===== src/rtl/noc_flit_serializer.sv =====
// rtl/noc_flit_serializer.sv - packet header + payload stream to registered head/tail flit stream
// One flit register feeds the output; headers and payload words load it directly, one per cycle.
module noc_flit_serializer #(
  parameter int DATA_WIDTH         = 64,
  parameter int MAX_PAYLOAD_LENGTH = 8,
  parameter int LENGTH_WIDTH       = $clog2(MAX_PAYLOAD_LENGTH + 1)
) (
  input  logic                    i_clk,
  input  logic                    i_rst_n,
  input  logic                    i_header_valid,
  output logic                    o_header_ready,
  input  logic [DATA_WIDTH-1:0]   i_header,
  input  logic [LENGTH_WIDTH-1:0] i_payload_length,
  input  logic                    i_payload_valid,
  output logic                    o_payload_ready,
  input  logic [DATA_WIDTH-1:0]   i_payload_data,
  output logic                    o_flit_out_valid,
  input  logic                    i_flit_out_ready,
  output logic                    o_flit_out_head,
  output logic                    o_flit_out_tail,
  output logic [DATA_WIDTH-1:0]   o_flit_out_data
);

  typedef enum logic [0:0] {
    S_IDLE    = 1'b0,
    S_PAYLOAD = 1'b1
  } state_t;

  localparam logic [LENGTH_WIDTH-1:0] MAX_LEN = LENGTH_WIDTH'(MAX_PAYLOAD_LENGTH);
  localparam logic [LENGTH_WIDTH-1:0] ONE_LEN = LENGTH_WIDTH'(1);

  state_t                  r_state;
  state_t                  w_state_next;
  logic [LENGTH_WIDTH-1:0] r_remaining;
  logic [LENGTH_WIDTH-1:0] w_remaining_next;

  logic                    r_valid;
  logic                    r_head;
  logic                    r_tail;
  logic [DATA_WIDTH-1:0]   r_data;

  logic                    w_load_en;
  logic                    w_header_ready;
  logic                    w_payload_ready;
  logic                    w_header_acc;
  logic                    w_payload_acc;
  logic [LENGTH_WIDTH-1:0] w_sat_len;
  logic                    w_last_payload;

  // The flit register may be reloaded when empty or when its current flit leaves this cycle.
  assign w_load_en       = !r_valid || i_flit_out_ready;
  assign w_header_ready  = (r_state == S_IDLE) && w_load_en;
  assign w_payload_ready = (r_state == S_PAYLOAD) && w_load_en;
  assign w_header_acc    = i_header_valid && w_header_ready;
  assign w_payload_acc   = i_payload_valid && w_payload_ready;
  assign w_sat_len       = (i_payload_length > MAX_LEN) ? MAX_LEN : i_payload_length;
  assign w_last_payload  = (r_remaining == ONE_LEN);

  always_comb begin
    w_state_next     = r_state;
    w_remaining_next = r_remaining;
    case (r_state)
      S_IDLE: begin
        if (w_header_acc && (i_payload_length != '0)) begin
          w_remaining_next = w_sat_len;
          w_state_next     = S_PAYLOAD;
        end
      end
      S_PAYLOAD: begin
        if (w_payload_acc) begin
          w_remaining_next = r_remaining - ONE_LEN;
          if (w_last_payload) begin
            w_state_next = S_IDLE;
          end
        end
      end
      default: begin
        w_state_next     = S_IDLE;
        w_remaining_next = '0;
      end
    endcase
  end

  always_ff @(posedge i_clk or negedge i_rst_n) begin
    if (!i_rst_n) begin
      r_state     <= S_IDLE;
      r_remaining <= '0;
    end else begin
      r_state     <= w_state_next;
      r_remaining <= w_remaining_next;
    end
  end

  // Head/tail/data are left untouched on an idle load; only valid drops.
  always_ff @(posedge i_clk or negedge i_rst_n) begin
    if (!i_rst_n) begin
      r_valid <= 1'b0;
      r_head  <= 1'b0;
      r_tail  <= 1'b0;
      r_data  <= '0;
    end else if (w_load_en) begin
      if (w_header_acc) begin
        r_valid <= 1'b1;
        r_head  <= 1'b1;
        r_tail  <= (i_payload_length == '0);
        r_data  <= i_header;
      end else if (w_payload_acc) begin
        r_valid <= 1'b1;
        r_head  <= 1'b0;
        r_tail  <= w_last_payload;
        r_data  <= i_payload_data;
      end else begin
        r_valid <= 1'b0;
      end
    end
  end

  assign o_header_ready   = w_header_ready;
  assign o_payload_ready  = w_payload_ready;
  assign o_flit_out_valid = r_valid;
  assign o_flit_out_head  = r_head;
  assign o_flit_out_tail  = r_tail;
  assign o_flit_out_data  = r_data;

endmodule


===== config.mk =====
export PLATFORM = sky130hd
export DESIGN_NAME = noc_flit_serializer
export DESIGN_NICKNAME = d
export VERILOG_FILES = /design/src/rtl/noc_flit_serializer.sv
export SDC_FILE = /design/constraint.sdc
export NUM_CORES = 1
export LEC_CHECK = 0
export BUFFER_PORTS_ARGS = -buffer_cell sky130_fd_sc_hd__clkbuf_2
export CORE_MARGIN = 2
export CORE_UTILIZATION = 30
export DETAILED_ROUTE_END_ITERATION = 8
export GPL_ROUTABILITY_DRIVEN = 0
export GPL_TIMING_DRIVEN = 0
export PLACE_DENSITY = 0.68
export SYNTH_ARGS = -nofsm -noshare
export SYNTH_HDL_FRONTEND = slang
export SYNTH_SLANG_ARGS = --single-unit

===== constraint.sdc =====
create_clock -name i_clk -period 3.4 [get_ports i_clk]
set_input_delay 0.34 -clock i_clk [delete_from_list [all_inputs] [get_ports i_clk]]
set_output_delay 0.34 -clock i_clk [all_outputs]
set_load 0.03 [all_outputs]

==> results of run 1 <==
## worst max path at each step
| stage | start | to | cells past startpoint |
|---|---|---|---|
| CTS | o_flit_out_valid | o_header_ready | 3 |
| finish | o_flit_out_valid | o_payload_ready | 3 |
| global placement | i_rst_n | o_flit_out_data[58] | 1 |
| floorplan | o_flit_out_valid | o_header_ready | 2 |
| detailed placement | i_payload_length[2] | r_remaining[0] | 5 |
| global route | o_flit_out_valid | o_header_ready | 3 |
## cells in the final DEF (no fill, tap or decap), types with 2 or more instances in the layout
cell       instances
nor3b_1            2
nand2_1            3
ha_1               2
inv_1              4
buf_4              6
buf_6              6
dfrtp_1           72
clkinv_2           2
clkbuf_2         204
a21oi_1           67
o21ai_0            3
mux2_1             3
clkbuf_16          9
nor2_1            69
mux2i_1           65
buf_2             10
bufinv_16          2
clkbuf_1           2
## cells by family (layout without fill, tap and decap cells)
kind of cell	count (synthesis)	in the layout	synth area share [%]
and+or+nand+nor	84	84	10.64
AOI/OAI and AO/OA	74	74	11.22
DFF	72	72	52.12
muxes	68	68	19.80
buffers and inverters	27	248	5.248
adders and majority gates	2	2	0.7237
xor gates and xnor gates	1	1	0.2534
## flip-flops by register name (all words and copies together) (netlist names)
register          flops
o_flit_out_data      64
o_flit_out_head       1
o_flit_out_tail       1
o_flit_out_valid      1
r_remaining           4
r_state               1
## per-layer routing
layer | vias to the layer above | GRT usage (%)
li1 | 1558 | -
met1 | 1540 | 19.29
met2 | 127 | 28.25
met3 | 16 | 4.845
met4 | 0 | 4.444
met5 | - | 0
## per-stage QoR
stage	util (%)	total power [W]	cell area, um^2
2_1_floorplan	-	0.003132	3457
3_3_place_gp	41.18	0.003851	4662
3_5_place_dp	41.38	0.003928	4684
4_1_cts	44.05	0.004922	4987
5_1_grt	44.05	0.005184	4987
6_report	44.05	0.004857	4987
## power breakdown
part           total (W)  switching (W)  leakage [nW]  internal, W
clock           0.000972       0.000336         0.149     0.000636
sequential       0.00151       0.000234         0.796      0.00127
combinational    0.00238        0.00161          1.90     0.000764
total            0.00486        0.00218          2.84      0.00267
## area by class of cell
type                       instances  area (um^2)
fill                            1130         6334
clock inverter                     4        70.07
inverter                           5        18.77
timing repair buffer             206         1049
buffer                            22        162.7
tap                              143        178.9
sequential                        72         1802
multi-input combinational        229         1474
clock buffer                      11        232.7
==> run metrics, run 1 <==
status completed; post-DR vias/cell between 4 and 5; synth top area cells dfrtp_1 52%, mux2i_1 19%, a21oi_1 9.7%; pre-CTS setup slack between 1.5 and 2 ns; GRT overflow 0; Power Density a little under 1000 nW/um^2; Core ar. approximately 11,000 um^2; synthesized flop and latch total 72; hpwl dp 7.871 mm; I/O Buffers 205; DR vias about 3,200; row count 39; Post-CTS Resized 0; VDD IR max between 400 and 500 uV; Final Max Slew Viols 0; Crit path max-delay family flip-flops; Final nets between 600 and 700; cell total after placement between 600 and 700; Top Metal Used met4; worst hold slack ~0.0038 ns; largest net degree at the start of global routing 38; cts hold-fix bufs 0; first-pass GRT wire length roughly 16 mm; Critical Path AT roughly 1.3 ns; CP max stage delay approximately 0.40 ns; Syn Nets 467; Root Buffer Master clkbuf_16; Mapped Area ~3500 um^2; RR Startpoint r_state; Setup CP Type flip-flop to primary output; crit-path cells and2b_1 > nor2_1 > clkbuf_2; final hold vios 0; reg2reg setup slack 1.88 ns; Worst Setup End Kind primary output; fmax 604.3 MHz; Least-Margin Pin Slew 0.5042 ns; Netlist cell types 29; WL met2 roughly 5.0 mm; First DRT Iteration DRCs 151; crit path max-delay cell type dfrtp_1; Hold Path Class input pin to async pin; CTS tree done; area leader, netlist dfrtp_1; register area share after synthesis 52.12%; Area Overhead vs Synth 44.26%; Syn Inst Count between 300 and 400; RR Endpoint o_flit_out_data[24]; # Max-Cap Violations 0; Clock transition at path regs approximately 0.06 ns; Worst Skew 0.005480 ns; Yosys top cell area share 52.12%; M1 WL between 4 and 5 mm; final setup fails 0; setup ws final ~1.7 ns; initial antenna violation count 0; Worst Reg-to-Reg Cells 6; die height 111.3 um; TNS Setup 0 ns; Final Cycle Share about half; H-tree depth 3; Critical Path RT roughly 3 ns; Worst Path Buf+Inv 1; met3 wire len roughly 640 um; final cell count without fillers ~690; Slew HR roughly 66%; Tot GR Track Use around 16%; Initial Util a little under a third; WL final around 9.8 mm; RSZ-0062 raised after global routing no; EDFF count, synth 0; Routed WL per cell between 10 and 15 um; leakage dissipation approximately 2.8 nW; critical path launch point type flip-flop; Clock Tree Buf Depth 2; most instantiated cells after synthesis 72 x dfrtp_1, 69 x nor2_1, 67 x a21oi_1, 65 x mux2i_1, 10 x buf_2; Ys Warns 0; die width roughly 110 um; Antenna Cells 0; antenna-violating nets left 0; top-count cell post-synth dfrtp_1; fin crit period between 1.5 and 2 ns; Residual DRC 0; TritonCTS buffer count 9; total die area about 12,000 um^2; fraction of layout cells with a size suffix above 1 between 40% and 50%; I/O Pins 206; fraction of registers with async set or reset after synthesis 100.0%; Max FO, Critical Path 5; postcts setup bufs 0; DR pass1 iterations 4; vias in the first global route between 3,000 and 4,000; clk_lat worst skew about 0.32 ns; Sink Count slightly above 70; syn_area_per_cell 10.54 um^2; Most used DFF post-synth dfrtp_1
(Power assumes the default switching activity.)
==> run 2, diff against run 1 <==
--- a/config.mk
+++ b/config.mk
@@ -11,7 +11,7 @@
 export DETAILED_ROUTE_END_ITERATION = 8
 export GPL_ROUTABILITY_DRIVEN = 0
 export GPL_TIMING_DRIVEN = 0
-export PLACE_DENSITY = 0.68
+export PLACE_DENSITY = 0.7
 export SYNTH_ARGS = -nofsm -noshare
 export SYNTH_HDL_FRONTEND = slang
 export SYNTH_SLANG_ARGS = --single-unit
==> constraint.sdc (replaced) <==
create_clock -name i_clk -period 1.5 [get_ports i_clk]
set_input_delay 0.15 -clock i_clk [delete_from_list [all_inputs] [get_ports i_clk]]
set_output_delay 0.15 -clock i_clk [all_outputs]
set_load 0.03 [all_outputs]
==> run 2 against run 1 <==
  * Wire length is 4.3% higher
  * Total power is 150% higher
  * Sequential power is 130% higher
  * Critical path type is now flip-flop to flip-flop
  * Largest cell class unchanged
==> run metrics, run 2 (synthesis gave the netlist of run 1 again) <==
status completed; clk_lat worst skew 0.32 ns (about the same); worst hold slack 0.1273 ns (+0.1235 ns); RR Startpoint o_flit_out_valid; Routed WL per cell 14.62 um (+2.8%); Sink Count 72 (unchanged); Critical Path Source o_flit_out_valid; GRT overflow 0 (unchanged); Power Density 2202 nW/um^2 (+130%); TritonCTS buffer count 9 (unchanged); first-pass GRT wire length 16.26 mm (about the same); Final nets 693 (+1.3%); initial antenna violation count 0 (unchanged); Hold Path Class input pin to flip-flop; Largest register FFs 64 (unchanged); Antenna Cells 0 (unchanged); fraction of layout cells with a size suffix above 1 55.10% (+9.7 points); Residual DRC 0 (unchanged); Critical Path RT 1.75 ns (-1.31 ns); I/O Buffers 205 (unchanged); WL final 10.26 mm (+4.3%); Worst Skew 0.009291 ns (+0.003811 ns); largest net degree at the start of global routing 39 (+2.6%); Setup CP Type flip-flop to flip-flop; RSZ-0062 raised after global routing yes; critical path launch point type flip-flop; Final Cycle Share around 100%; # fillers 1,053 (-6.8%); Max FO, Critical Path 7 (+2); Core ar. 11,320 um^2 (unchanged); commonest non-fill, non-tap cell in the layout clkbuf_2; CTS tree done; fmax about 670 MHz; Final Max Slew Viols 0 (unchanged); fin crit period about 1.5 ns; TNS Setup 0 ns (unchanged); leakage dissipation 2.935 nW (+3.2%); final hold vios 0 (unchanged); Worst Setup End Kind flip-flop; Clock Tree Buf Depth 2 (unchanged); commonest non-fill, non-tap cells in the layout 202 x clkbuf_2, 70 x dfrtp_1, 59 x mux2i_1; vias in the first global route 3,393 (-1.9%); row count 39 (unchanged); DR pass1 iterations 4 (unchanged); total die area 12,400 um^2 (unchanged); VDD IR max 982.8 uV (+130%); Area Overhead vs Synth 58.27%; I/O Pins 206 (unchanged); H-tree depth 3 (unchanged); crit path max-delay cell type dfrtp_2; DR vias 3,291 (+1.5%); # Max-Cap Violations 0 (unchanged); final setup fails 0 (unchanged); Initial Util 30.54% (unchanged); Root Buffer Master clkbuf_16; Clock transition at path regs 0.06 ns (about the same); Tot GR Track Use 16.19% (+0.078 points); Slew HR 65.36% (-1.0 points); Least-Margin Pin Slew 0.5196 ns (+0.01539 ns); post-DR vias/cell 4.688 (about the same); HP Start i_header[62]; CP max stage delay 0.41 ns (about the same); antenna-violating nets left 0 (unchanged); die height 111.3 um (unchanged); hpwl dp 7.749 mm (-1.5%); Tot Pwr 0.01205 W (+150%); Critical Path AT 1.73 ns (+0.42 ns); die width 111.3 um (unchanged); cell repeated most along the worst path buf_12; crit-path cells and2b_2 > a21oi_4 > buf_12 > buf_12 > clkbuf_16 > nor2_2 > a21oi_1; First DRT Iteration DRCs 119 (-21%)
run 2: changes by cell type in the layout (fill, tap and decap cells not counted), sizes merged:
cell / delta
clkinvlp: +2
buf: +5
clkbuf: +3
dlygate4sd3: +1
clkinv: -1
run 2: worst paths after layout:
kind / end / slack, ns / cells past startpoint
worst max-delay path: o_flit_out_data[10] / 0.01 / 7
worst min-delay path: o_flit_out_data[62] / 0.13 / 3
worst max register to register: o_flit_out_data[10] / 0.01 / 7
worst min register to register: o_flit_out_data[22] / 0.53 / 2
max in group asynchronous: o_flit_out_data[50] / 0.56 / 3
min in group asynchronous: r_remaining[0] / 0.36 / 2
run 2: cell type report:
type	count	area [um^2]	share of cell area (%)
well taps	143	178.9	3.270
multi-input cells	229	1674	30.60
plain buffers	21	261.5	4.779
flip-flops and latches	72	1804	32.98
inverters	5	21.27	0.3887
repair buffers	216	1209	22.09
clock buffers	11	242.7	4.436
clock inverters	5	80.08	1.464
run 2: report_power, final:
group          internal (W)  switching, W  total (W)
Sequential          0.00289      0.000631    0.00352
Combinational       0.00230       0.00393    0.00623
Clock               0.00150      0.000792    0.00229
Total               0.00670       0.00535     0.0120
run 2: metal layers:
metal	vias to the layer above	part of all wire [%]	global-route usage [%]
met5	-	0	0
met4	0	1.0	4.527
met3	12	5.6	3.430
met2	112	53	28.98
met1	1589	41	19.76
li1	1578	-	-
run 2: through the flow:
stage                     setup slack [ns]  cells  cell area, um^2  utilization [%]
after floorplan                    0.02676    328             3460                -
after global routing              -0.03629    702             5472            48.33
final                              0.01488    702             5472            48.33
after global placement             -0.4540    676             4664            41.20
after detailed placement          -0.04472    677             4687            41.40
after CTS                         -0.02980    698             5130            45.31
run 2: worst max-delay path, delay by kind of cell (launching register included):
kind | cells | cell delay [ns]
and+or+nand+nor | 2 | 0.29
buffers and inverters | 3 | 0.44
DFF | 1 | 0.41
AOI/OAI and AO/OA | 2 | 0.26
run 2: repair_timing:
action / CTS / global route
hold buffers: 1 / 0
endpoints found under the hold margin: 34 / 0
resized for setup: 22 / 77
pin swaps: 1 / 1
setup endpoints to repair: 47 / 69
buffers inserted: 2 / 3
gates cloned: 3 / 2
==> run 3, diff against run 2 <==
==> constraint.sdc (replaced) <==
create_clock -name i_clk -period 1.5 [get_ports i_clk]
set_input_delay 0.075 -clock i_clk [delete_from_list [all_inputs] [get_ports i_clk]]
set_output_delay 0.075 -clock i_clk [all_outputs]
set_load 0.03 [all_outputs]
==> run 3 against run 2 <==
  * Fmax rose by 0.38%
  * Worst hold slack worse by 0.077 ns
  * Sequential share of layout area rose by 0.083 points
  * Global-route usage is essentially flat
  * Total power decreased by 0.48%
  * Via count decreased by 0.30%
  * First-iteration DRC count rose by 0.84%
  * Count of clock-buffer cells in the layout did not move
  * Highest routed layer unchanged
  * Sequential power barely moved
  * Non-clock buffer count increased by 2
  * Core utilization decreased by 0.12 points
  * Clock skew hardly changed
==> run metrics, run 3 (synthesis gave the netlist of run 1 again) <==
status completed; NetSw 0.005299 W (-0.96%); CP max stage delay 0.41 ns (about the same); HP Start i_header[62]; first-pass GRT wire length 16.22 mm (-0.26%); RSZ-0062 raised after global routing yes; post-DR vias/cell 4.661 (-0.59%); Clock Tree Buf Depth 2 (unchanged); Hold Path Depth 3 (unchanged); I/O Pins 206 (unchanged); Largest register FFs 64 (unchanged); Sink Count 72 (unchanged); TritonCTS buffer count 9 (unchanged); Core ar. 11,320 um^2 (unchanged); reg2reg setup slack 0.03 ns (+0.02 ns); critical path launch point type flip-flop; Final Max Slew Viols 0 (unchanged); Worst Setup End Kind primary output; RR Endpoint o_flit_out_data[9]; final setup fails 0 (unchanged); die width 111.3 um (unchanged); vias in the first global route 3,389 (-0.12%); fin crit period 1.480 ns (-0.005605 ns); total die area 12,400 um^2 (unchanged); commonest non-fill, non-tap cells in the layout 202 x clkbuf_2, 70 x dfrtp_1, 59 x mux2i_1; Worst Path Buf+Inv 2 (-1); row count 39 (unchanged); Least-Margin Pin Slew 0.5257 ns (+0.006120 ns); Max FO, Critical Path 4 (-3); First DRT Iteration DRCs 120 (+0.84%); crit path max-delay cell type dfrtp_2; worst hold endpoint o_flit_out_data[62]; final hold vios 0 (unchanged); Worst Skew 0.009407 ns (+0.0001160 ns); leakage dissipation 2.946 nW (+0.40%); die height 111.3 um (unchanged); Reg power frac 29.2% (about the same); DR pass1 iterations 4 (unchanged); Residual DRC 0 (unchanged); Routed WL per cell 14.46 um (-1.1%); Setup CP Type flip-flop to primary output; setup ws final 0.02048 ns (+0.005605 ns); Internal Power 0.006690 W (about the same); H-tree depth 3 (unchanged); fraction of layout cells with a size suffix above 1 53.30% (-1.8 points); Final Cycle Share 98.63% (-0.37 points); cell repeated most along the worst path buf_4; Critical Path AT 1.40 ns (-0.33 ns); pre-CTS setup slack -0.04472 ns (unchanged); I/O Buffers 205 (unchanged); Slew HR 64.95% (-0.41 points); antenna-violating nets left 0 (unchanged); Hold Path Class input pin to flip-flop; Crit path max-delay family flip-flops; initial antenna violation count 0 (unchanged); fmax 675.9 MHz (+0.38%); Power Density 2197 nW/um^2 (-0.23%); Initial Util 30.54% (unchanged); GRT overflow 0 (unchanged); Area Overhead vs Synth 57.87%; WL final 10.18 mm (-0.79%); Final nets 695 (+0.29%); RR Startpoint o_flit_out_valid; Critical Path RT 1.42 ns (-0.33 ns); switching share of total power 44.20% (-0.21 points); Critical Path Source o_flit_out_valid; DR vias 3,281 (-0.30%); Tot GR Track Use 16.14% (-0.046 points); # fillers 1,053 (unchanged); Clock transition at path regs 0.06 ns (about the same); Comb pwr share 51.6% (about the same); Antenna Cells 0 (unchanged); VDD IR max 985.7 uV (+0.29%); CTS tree done; hpwl dp 7.749 mm (unchanged); commonest non-fill, non-tap cell in the layout clkbuf_2; Root Buffer Master clkbuf_16; Worst Reg-to-Reg Cells 7 (unchanged); clk_lat worst skew 0.32 ns (about the same); largest net degree at the start of global routing 39 (unchanged); TNS Setup 0 ns (unchanged); crit-path cells and2b_2 > buf_4 > nor2_1 > buf_4; # Max-Cap Violations 0 (unchanged); clock share of power 19.2% (+0.2 points)
run 3: changes by cell type in the layout (fill, tap and decap cells not counted), sizes merged:
| cell | delta |
|---|---|
| clkbuf | +1 |
| buf | +1 |
run 3: per-stage QoR:
step                      total power, W  util [%]  cell area [um^2]  cells  hold WS, ns
after floorplan                 0.007103         -              3460    328      -0.2206
after global placement          0.008745     41.20              4664    676       0.3701
after detailed placement        0.008916     41.40              4687    677       0.1033
after CTS                        0.01149     45.34              5132    698      0.03933
after global routing             0.01271     48.21              5458    704      0.05738
final                            0.01199     48.21              5458    704      0.05023
run 3: worst max path at each step:
stage | end | cells past startpoint
finish | o_header_ready | 4
global route | o_flit_out_data[9] | 7
CTS | o_flit_out_data[6] | 6
detailed placement | o_flit_out_data[47] | 7
global placement | o_flit_out_valid | 1
floorplan | r_remaining[0] | 4
run 3: layout make-up:
class,count,area [um^2],area share (%)
multi-input combinational,229,1633,29.92
buffer,21,257.7,4.723
sequential,72,1804,33.06
tap,143,178.9,3.278
inverter,5,21.27,0.3897
clock buffer,11,242.7,4.448
timing repair buffer,218,1240,22.72
clock inverter,5,80.08,1.467
run 3: layer usage:
layer / track usage [%] / share of wire [%] / vias to the layer above
li1: - / - / 1583
met1: 19.72 / 41 / 1570
met2: 28.86 / 52 / 114
met3: 3.430 / 5.6 / 14
met4: 4.527 / 1.1 / 0
met5: 0 / 0 / -
run 3: repair_timing:
item | in CTS | in global routing
hold buffers | 1 | 0
gates resized for setup | 22 | 63
pin swaps | 1 | 1
cloned | 2 | 3
endpoints found under the setup margin | 47 | 70
hold endpoints to repair | 34 | 0
buffers inserted | 3 | 4
run 3: power by group through the flow:
stage	registers, W	clock network (W)	logic, W
floorplan	0.00514	0	0.00196
global placement	0.00341	0	0.00534
detailed placement	0.00345	0	0.00547
CTS	0.00345	0.00235	0.00569
global route	0.00363	0.00246	0.00662
finish	0.00350	0.00230	0.00619
run 3: worst min-delay path, stage by stage:
cell	delay, ns
clkbuf_2	0.08
mux2i_1	0.05
a21oi_1	0.13
